File: config.mk
export PLATFORM = sky130hd
export DESIGN_NAME = banked_lane_rom
export DESIGN_NICKNAME = d
export VERILOG_FILES = /design/src/rtl/banked_lane_rom_pkg.sv /design/src/rtl/banked_lane_rom_port.sv /design/src/rtl/banked_lane_rom.sv
export SDC_FILE = /design/constraint.sdc
export NUM_CORES = 1
export LEC_CHECK = 0
export CORE_UTILIZATION = 45
export DETAILED_ROUTE_END_ITERATION = 10
export DONT_BUFFER_PORTS = 1
export PLACE_DENSITY_LB_ADDON = 0.08
export SYNTH_ARGS = -nofsm -noshare
export SYNTH_HDL_FRONTEND = slang
export SYNTH_SLANG_ARGS = --single-unit
File: constraint.sdc
create_clock -name clk -period 1.6 [get_ports clk]
set_input_delay 0.32 -clock clk [delete_from_list [all_inputs] [get_ports clk]]
set_output_delay 0.32 -clock clk [all_outputs]
set_load 0.01 [all_outputs]
File: src/rtl/banked_lane_rom_pkg.sv
// Shared constants and default contents for banked_lane_rom.
// rom_word(i) defines the fixed word store; LANES is the default lane count per word.
package banked_lane_rom_pkg;

  localparam int DEF_WORD_W = 64;
  localparam int DEF_LANE_W = 8;
  localparam int DEF_DEPTH  = 8;
  localparam int LANES      = DEF_WORD_W / DEF_LANE_W;

  function automatic logic [63:0] rom_word(input int i);
    logic [63:0] w;
    w = '0;
    if (i >= 0 && i <= 5) begin
      w = 64'(i + 1);
    end else if (i == 6) begin
      w = 64'h12;
    end else if (i == 7) begin
      w = 64'h11301;
    end
    return w;
  endfunction

endpackage

File: src/rtl/banked_lane_rom_port.sv
// One read pipeline of banked_lane_rom: S1 word fetch, S2 lane select; 2-cycle latency, 1 read/cycle.
// Backpressure on rsp_ready holds S2 then S1, and drops req_ready. ROM_PARITY_EN adds rsp_par.
module banked_lane_rom_port
  import banked_lane_rom_pkg::*;
#(
  parameter int WORD_W = DEF_WORD_W,
  parameter int LANE_W = DEF_LANE_W,
  parameter int DEPTH  = DEF_DEPTH,
  localparam int NL = WORD_W / LANE_W,
  localparam int IW = $clog2(DEPTH),
  localparam int LW = $clog2(NL),
  localparam int AW = IW + LW
) (
  input  logic              clk,
  input  logic              rst,
  input  logic [WORD_W-1:0] rom [DEPTH],
  input  logic              req_valid,
  output logic              req_ready,
  input  logic [AW-1:0]     req_addr,
  output logic              rsp_valid,
  input  logic              rsp_ready,
  output logic [LANE_W-1:0] rsp_data,
  output logic              rsp_oor
`ifdef ROM_PARITY_EN
  ,
  output logic              rsp_par
`endif
);

  logic              rdy_en;
  logic              advance;
  logic [IW-1:0]     word_idx;
  logic              fetch_oor;
  logic [WORD_W-1:0] fetch_word;
  logic              s1_vld;
  logic              s1_oor;
  logic [WORD_W-1:0] s1_word;
  logic [LW-1:0]     s1_lane;
  logic [LANE_W-1:0] lane_dat;

  assign word_idx  = req_addr[AW-1 -: IW];
  assign fetch_oor = int'(word_idx) >= DEPTH;
  assign advance   = !rsp_valid || rsp_ready;
  assign req_ready = rdy_en && (!s1_vld || advance);

  always_comb begin
    fetch_word = '0;
    if (!fetch_oor) begin
      fetch_word = rom[word_idx];
    end
  end

  // Keeps req_ready low for the first cycle after reset release.
  always_ff @(posedge clk or posedge rst) begin
    if (rst) begin
      rdy_en <= 1'b0;
    end else begin
      rdy_en <= 1'b1;
    end
  end

  always_ff @(posedge clk or posedge rst) begin
    if (rst) begin
      s1_vld  <= 1'b0;
      s1_oor  <= 1'b0;
      s1_word <= '0;
      s1_lane <= '0;
    end else if (req_ready) begin
      s1_vld <= req_valid;
      if (req_valid) begin
        s1_word <= fetch_word;
        s1_lane <= req_addr[LW-1:0];
        s1_oor  <= fetch_oor;
      end
    end
  end

  // Lane 0 is the most significant lane of the word.
  always_comb begin
    lane_dat = '0;
    for (int k = 0; k < NL; k++) begin
      if (s1_lane == LW'(k)) begin
        lane_dat = s1_word[WORD_W-1-k*LANE_W -: LANE_W];
      end
    end
  end

  always_ff @(posedge clk or posedge rst) begin
    if (rst) begin
      rsp_valid <= 1'b0;
      rsp_data  <= '0;
      rsp_oor   <= 1'b0;
    end else if (advance) begin
      rsp_valid <= s1_vld;
      if (s1_vld) begin
        rsp_data <= s1_oor ? '0 : lane_dat;
        rsp_oor  <= s1_oor;
      end
    end
  end

`ifdef ROM_PARITY_EN
  always_ff @(posedge clk or posedge rst) begin
    if (rst) begin
      rsp_par <= 1'b0;
    end else if (advance && s1_vld) begin
      rsp_par <= !s1_oor && (^lane_dat);
    end
  end
`endif

endmodule

File: src/rtl/banked_lane_rom.sv
// Dual-port lane-addressed constant store; each port is an independent 2-cycle valid/ready read pipeline.
// Backpressure per port stalls only that port. ROM_PARITY_EN adds a_rsp_par/b_rsp_par.
module banked_lane_rom
  import banked_lane_rom_pkg::*;
#(
  parameter int WORD_W = DEF_WORD_W,
  parameter int LANE_W = DEF_LANE_W,
  parameter int DEPTH  = DEF_DEPTH,
  localparam int AW = $clog2(DEPTH) + $clog2(WORD_W / LANE_W)
) (
  input  logic              clk,
  input  logic              rst,
  input  logic              a_req_valid,
  output logic              a_req_ready,
  input  logic [AW-1:0]     a_req_addr,
  output logic              a_rsp_valid,
  input  logic              a_rsp_ready,
  output logic [LANE_W-1:0] a_rsp_data,
  output logic              a_rsp_oor,
  input  logic              b_req_valid,
  output logic              b_req_ready,
  input  logic [AW-1:0]     b_req_addr,
  output logic              b_rsp_valid,
  input  logic              b_rsp_ready,
  output logic [LANE_W-1:0] b_rsp_data,
  output logic              b_rsp_oor
`ifdef ROM_PARITY_EN
  ,
  output logic              a_rsp_par,
  output logic              b_rsp_par
`endif
);

  logic [WORD_W-1:0] rom [DEPTH];

  for (genvar i = 0; i < DEPTH; i++) begin : g_rom
    assign rom[i] = WORD_W'(rom_word(i));
  end

  banked_lane_rom_port #(
    .WORD_W (WORD_W),
    .LANE_W (LANE_W),
    .DEPTH  (DEPTH)
  ) u_port_a (
`ifdef ROM_PARITY_EN
    .rsp_par   (a_rsp_par),
`endif
    .clk       (clk),
    .rst       (rst),
    .rom       (rom),
    .req_valid (a_req_valid),
    .req_ready (a_req_ready),
    .req_addr  (a_req_addr),
    .rsp_valid (a_rsp_valid),
    .rsp_ready (a_rsp_ready),
    .rsp_data  (a_rsp_data),
    .rsp_oor   (a_rsp_oor)
  );

  banked_lane_rom_port #(
    .WORD_W (WORD_W),
    .LANE_W (LANE_W),
    .DEPTH  (DEPTH)
  ) u_port_b (
`ifdef ROM_PARITY_EN
    .rsp_par   (b_rsp_par),
`endif
    .clk       (clk),
    .rst       (rst),
    .rom       (rom),
    .req_valid (b_req_valid),
    .req_ready (b_req_ready),
    .req_addr  (b_req_addr),
    .rsp_valid (b_rsp_valid),
    .rsp_ready (b_rsp_ready),
    .rsp_data  (b_rsp_data),
    .rsp_oor   (b_rsp_oor)
  );

endmodule
# After elaboration in Yosys (flattened, before gate mapping)
# Memory sizes are Yosys's and may differ from the RTL's. A register that Yosys moved wholly into a read port is not among the register bits.
# Index checks and enable logic that the tools add are counted.
[classes]
n_mux = 16
n_reduce_logical = 16
eq_ne = 14
n_bitwise = 2
[op_table]
columns = ["op", "count"]
rows = [
  ["$mux W8", 16],
  ["$eq A3 B3 Y1 const B", 8],
  ["$eq A3 B2 Y1 const B", 4],
  ["$not A3 Y4", 2],
  ["$reduce_and A2 Y1", 4],
  ["$eq A3 B1 Y1 const B", 2],
  ["$logic_not A3 Y1", 2],
  ["$logic_not A1 Y1", 4],
  ["$logic_or A1 B1 Y1", 4],
  ["$logic_and A1 B1 Y1", 2],
]
[totals]
romBits = 1024
elab_cells = 59
input_bits = 18
register_bits = 27
memories = 2
out_inout_bits = 22
[mem_list]
columns = ["memory", "depth", "width", "rd", "rd_clocked_by_memory_dff", "wr", "line", "text"]
rows = [
  ["(no name shown)", 8, 64, 1, 1, 0, "banked_lane_rom_port.sv:49", "fetch_word = rom[word_idx];"],
  ["(no name shown)", 8, 64, 1, 1, 0, "banked_lane_rom_port.sv:49", ""],
]

# Logic depth before layout (Yosys ltp)
[depth]
word_depth = 9
mapped_depth = 5
mapped_depth_nobuf = 5

# Modules after synthesis
# A second synthesis with hierarchy kept.
[hier_totals]
cells_unflattened = 1124
area_unflattened_um2 = 14368.8
[by_module_without_submodules]
columns = ["mod", "cells_each", "area_each_um2", "seq_area_each_um2", "instances"]
rows = [
  ["banked_lane_rom_port", 561, 7180.6, 1951.9, 2],
  ["banked_lane_rom", 2, 7.5, 0.0, 1],
]

# Least setup slack after synthesis
# OpenSTA, ideal clock, no wires.
[synth_path]
kind = "register to register"
from = "reg u_port_a.rsp_valid"
to = "reg u_port_a.s1_lane[0]"
path_slack_ps = 363
arrival_time_ps = 1112
path_buffers = 1
required_ps = 1475
stages_incl_launch_ff = 5
setup_ps = 125
period_less_slack_ps = 1237
cell_sequence = "dfrtp_1 > nand3b_1 > and3_1 > buf_6 > mux2_2"
[synth_between]
elab_chain_len = 5
[synth_lines]
columns = ["item", "line", "text"]
rows = [
  ["start: declaration", "banked_lane_rom_port.sv:20", "output logic rsp_valid,"],
  ["start signal: assignment", "banked_lane_rom_port.sv:94", "rsp_valid <= s1_vld;"],
  ["$logic_not A1 Y1", "banked_lane_rom_port.sv:43", "assign advance = !rsp_valid || rsp_ready;"],
  ["$logic_or A1 B1 Y1", "banked_lane_rom_port.sv:43", ""],
  ["$logic_or A1 B1 Y1", "banked_lane_rom_port.sv:44", "assign req_ready = rdy_en && (!s1_vld || advance);"],
  ["$logic_and A1 B1 Y1", "banked_lane_rom_port.sv:44", ""],
  ["$reduce_and A2 Y1 (no line)", "n/a", ""],
  ["end signal: assignment", "banked_lane_rom_port.sv:72", "s1_lane <= req_addr[LW-1:0];"],
  ["end: declaration", "banked_lane_rom_port.sv:38", "logic [LW-1:0] s1_lane;"],
]
# Every way passes these cells.
# A chain may end at the register's enable or synchronous reset.

# Worst setup path in the final report
[layout_path]
from = "reg u_port_b.rsp_valid"
to = "out b_req_ready"
[layout_between]
elab_chain_len = 4
[layout_lines]
columns = ["item", "line", "text"]
rows = [
  ["start: declaration", "banked_lane_rom_port.sv:20", ""],
  ["start signal: assignment", "banked_lane_rom_port.sv:94", ""],
  ["$logic_not A1 Y1", "banked_lane_rom_port.sv:43", ""],
  ["$logic_or A1 B1 Y1", "banked_lane_rom_port.sv:43", ""],
  ["$logic_or A1 B1 Y1", "banked_lane_rom_port.sv:44", ""],
  ["$logic_and A1 B1 Y1", "banked_lane_rom_port.sv:44", ""],
  ["end: declaration", "banked_lane_rom.sv:21", "output logic b_req_ready,"],
]
# Every way passes these cells.

==> flow_metrics.tcl <==
set metrics [dict create \
    clkTransAtPathRegs_ps 90 \
    slew_viol_final 0 \
    drc 0 \
    crit_slowest_cell "dfrtp_1" \
    min_path_type "input pin to register" \
    outcome "finished clean" \
    ios 40 \
    synthTopCellsByArea "dfrtp_1 50%, mux2i_1 7.5%, mux2_2 6.9%" \
    setup_violations 0 \
    grt-ovfl-total 0 \
    slowest_delay_ps 440 \
    dp_hpwl_um 1890 \
    final-seq-area_um2 725.7 \
    synth_cells 128 \
    dr.pass1.iters 4 \
    cap_violations 0 \
    period_share 0.8915 \
    critPathRequiredTime_ps 1280 \
    grt_max_degree 30 \
    ant_nets 0 \
    clk_latency_ps 330 \
    period_needed_ps 1426 \
    path_buf_inv 0 \
    synth_cell_type_count 24 \
    place.port_buffers 0 \
    rsz0062_at_grt "false" \
    initial_core_util 0.4748 \
    antenna_cells 0 \
    totalWireLength_um 2508 \
    hold_viol 0 \
    chipWidth_um 58.99 \
    arrival_ps 1110 \
    cp_max_fo 3 \
    drive_above_1_share 0.1898 \
    cp-end-kind "output port" \
    ctsHtreeMaxLevel 2 \
    grt_pass1_wl_um 4160 \
    path_cells "nand3b_1 > and2_1" \
    fmax_mhz 701.1 \
    antenna_found_initial 0 \
    avgSynthCellArea_um2 11.42 \
    synth_top_area_cell "dfrtp_1" \
    timing_worst_setup_path_type "register to output port" \
    p_per_area_nw_per_um2 1334 \
    viasPerCell 4.735 \
    globalRouteTotalUtil 0.1702 \
    tns_ps 0 \
    fin_worst_skew_ps 7.526 \
    row_count 20 \
    cts_buffers 5 \
    ir_drop_mv 0.8884 \
    grt_pass1_vias 879 \
    ys_seq_elements 29 \
    post-cts-setup-buffer-count 0 \
    route.vias.total 857 \
    p_leak_nw 0.7599 \
    wl_per_cell_um 13.86 \
    coreArea_um2 3078 \
    total_power_mw 2.121 \
    cts-resized-gates 0 \
    die_area_um2 3479 \
    startpoint_type "register" \
    die-height_um 58.99 \
    clockBufferDepth 2 \
    cts_tree "done" \
    synth_top_cell_area_share 0.4966 \
    cts_root_buf "clkbuf_4" \
    multi_input_area_um2 621.8 \
    crit_family "flip-flops" \
    drt_iter0_drc 28 \
    yosys_warnings 0 \
    syn-cell-area_um2 1461 \
    numClockSinks 29 \
    hold_buffers 1 \
    synthToLayoutAreaGrowth_pct 8.819 \
    synth.yosys.seq_area_share 0.4966 \
    num-nets-final 158 \
    place_congestion 0.7412 \
    fillers 294 \
]
==> kinds of logic (layout without fill, tap and decap cells) <==
kind of cell,after synthesis,in the layout,synth area share
multiplexers,25,25,0.1961
AO/OA/AOI/OAI,10,10,0.04709
other,2,11,0.005139
buffers and inverters,25,25,0.1010
XOR/XNOR,1,1,0.005994
flip-flops,29,29,0.4966
AND/OR/NAND/NOR,32,32,0.1139
adder cells (fa/ha/maj),4,4,0.03425
==> cell type report <==
type / instances / area share
Clock buffer: 5 / 0.02360
Timing Repair Buffer: 5 / 0.02518
Tap cell: 44 / 0.03462
Multi-Input combinational cell: 83 / 0.3910
Clock inverter: 3 / 0.04091
Inverter: 12 / 0.02832
Sequential cell: 29 / 0.4563
==> metrics by stage <==
step / worst slack (ps) / hold WS, ps / std cells / util / area [µm²]
after floorplan: 363.2 / 398.1 / 137 / - / 1495
after global placement: 257.6 / 301.8 / 172 / 0.4801 / 1478
after detailed placement: 207.4 / 308.6 / 172 / 0.4801 / 1478
after CTS: 159.2 / 110.2 / 181 / 0.5167 / 1590
after global routing: 79.88 / 99.73 / 181 / 0.5167 / 1590
final: 173.6 / 123.0 / 181 / 0.5167 / 1590
==> final timing paths <==
kind,slack [ps],to,start,cells past startpoint
hold / removal,120,u_port_b.s1_word[4],b_req_addr[5],2
max in group asynchronous,820,u_port_a.s1_vld,rst,3
setup / recovery,170,b_req_ready,u_port_b.rsp_valid,2
hold reg to reg,520,u_port_b.s1_word[0],u_port_b.s1_word[0],1
setup reg to reg,200,u_port_b.s1_word[1],u_port_b.rsp_valid,4
min in group asynchronous,500,u_port_a.rsp_data[0],rst,3
==> cell usage after synthesis (all sizes together) <==
library cell	n
dfrtp	29
mux2	14
buf	13
inv	12
mux2i	11
nand2	10
and2	5
ha	4
nand2b	4
nor2	4
and3	3
nand4	3
o21ai	3
o22a	3
a21oi	2
conb	2
nand3b	2
a41oi	1
nand3	1
o311ai	1
xor2	1
==> report_power, final <==
group	switching [mW]	total [mW]	internal, mW
clock	0.264	0.747	0.484
sequential	0.157	1.04	0.881
combinational	0.146	0.336	0.190
total	0.567	2.12	1.55
==> layer usage <==
layer | global-route usage | vias to the layer above | part of all wire
met4 | 0.07143 | 0 | 0.012
li1 | - | 422 | -
met2 | 0.2419 | 31 | 0.43
met3 | 0.08515 | 4 | 0.078
met1 | 0.2194 | 400 | 0.48
met5 | 0 | - | 0
==> worst reg2reg max path: cells and delay by family (launching register included) <==
kind / cells / cell delay (ps)
buffers and inverters: 1 / 210
and+or+nand+nor: 2 / 500
DFF: 1 / 440
muxes: 1 / 180
==> layout by cell type (no fill, tap or decap), types with 3 or more instances in the layout <==
master and n:
and2_1 5, o21ai_0 3, mux2_4 5, ha_1 4, nand2_1 10, nand4_1 3, o22a_1 3, nand2b_1 4
dfrtp_1 29, buf_4 4, inv_1 12, conb_1 11, nor2_1 4, mux2i_1 11, clkbuf_4 5, mux2_2 9
and3_1 3
==> flip-flops by register name (all words and copies together) (netlist names) <==
name,count
u_port_a.s1_word,5
u_port_a.rsp_data,4
u_port_b.s1_lane,3
u_port_a.s1_lane,3
u_port_b.rdy_en,1
u_port_b.rsp_data,4
u_port_b.s1_word,5
u_port_b.s1_vld,1
u_port_a.s1_vld,1
u_port_b.rsp_valid,1
u_port_a.rsp_valid,1
(Power assumes the default switching activity.)
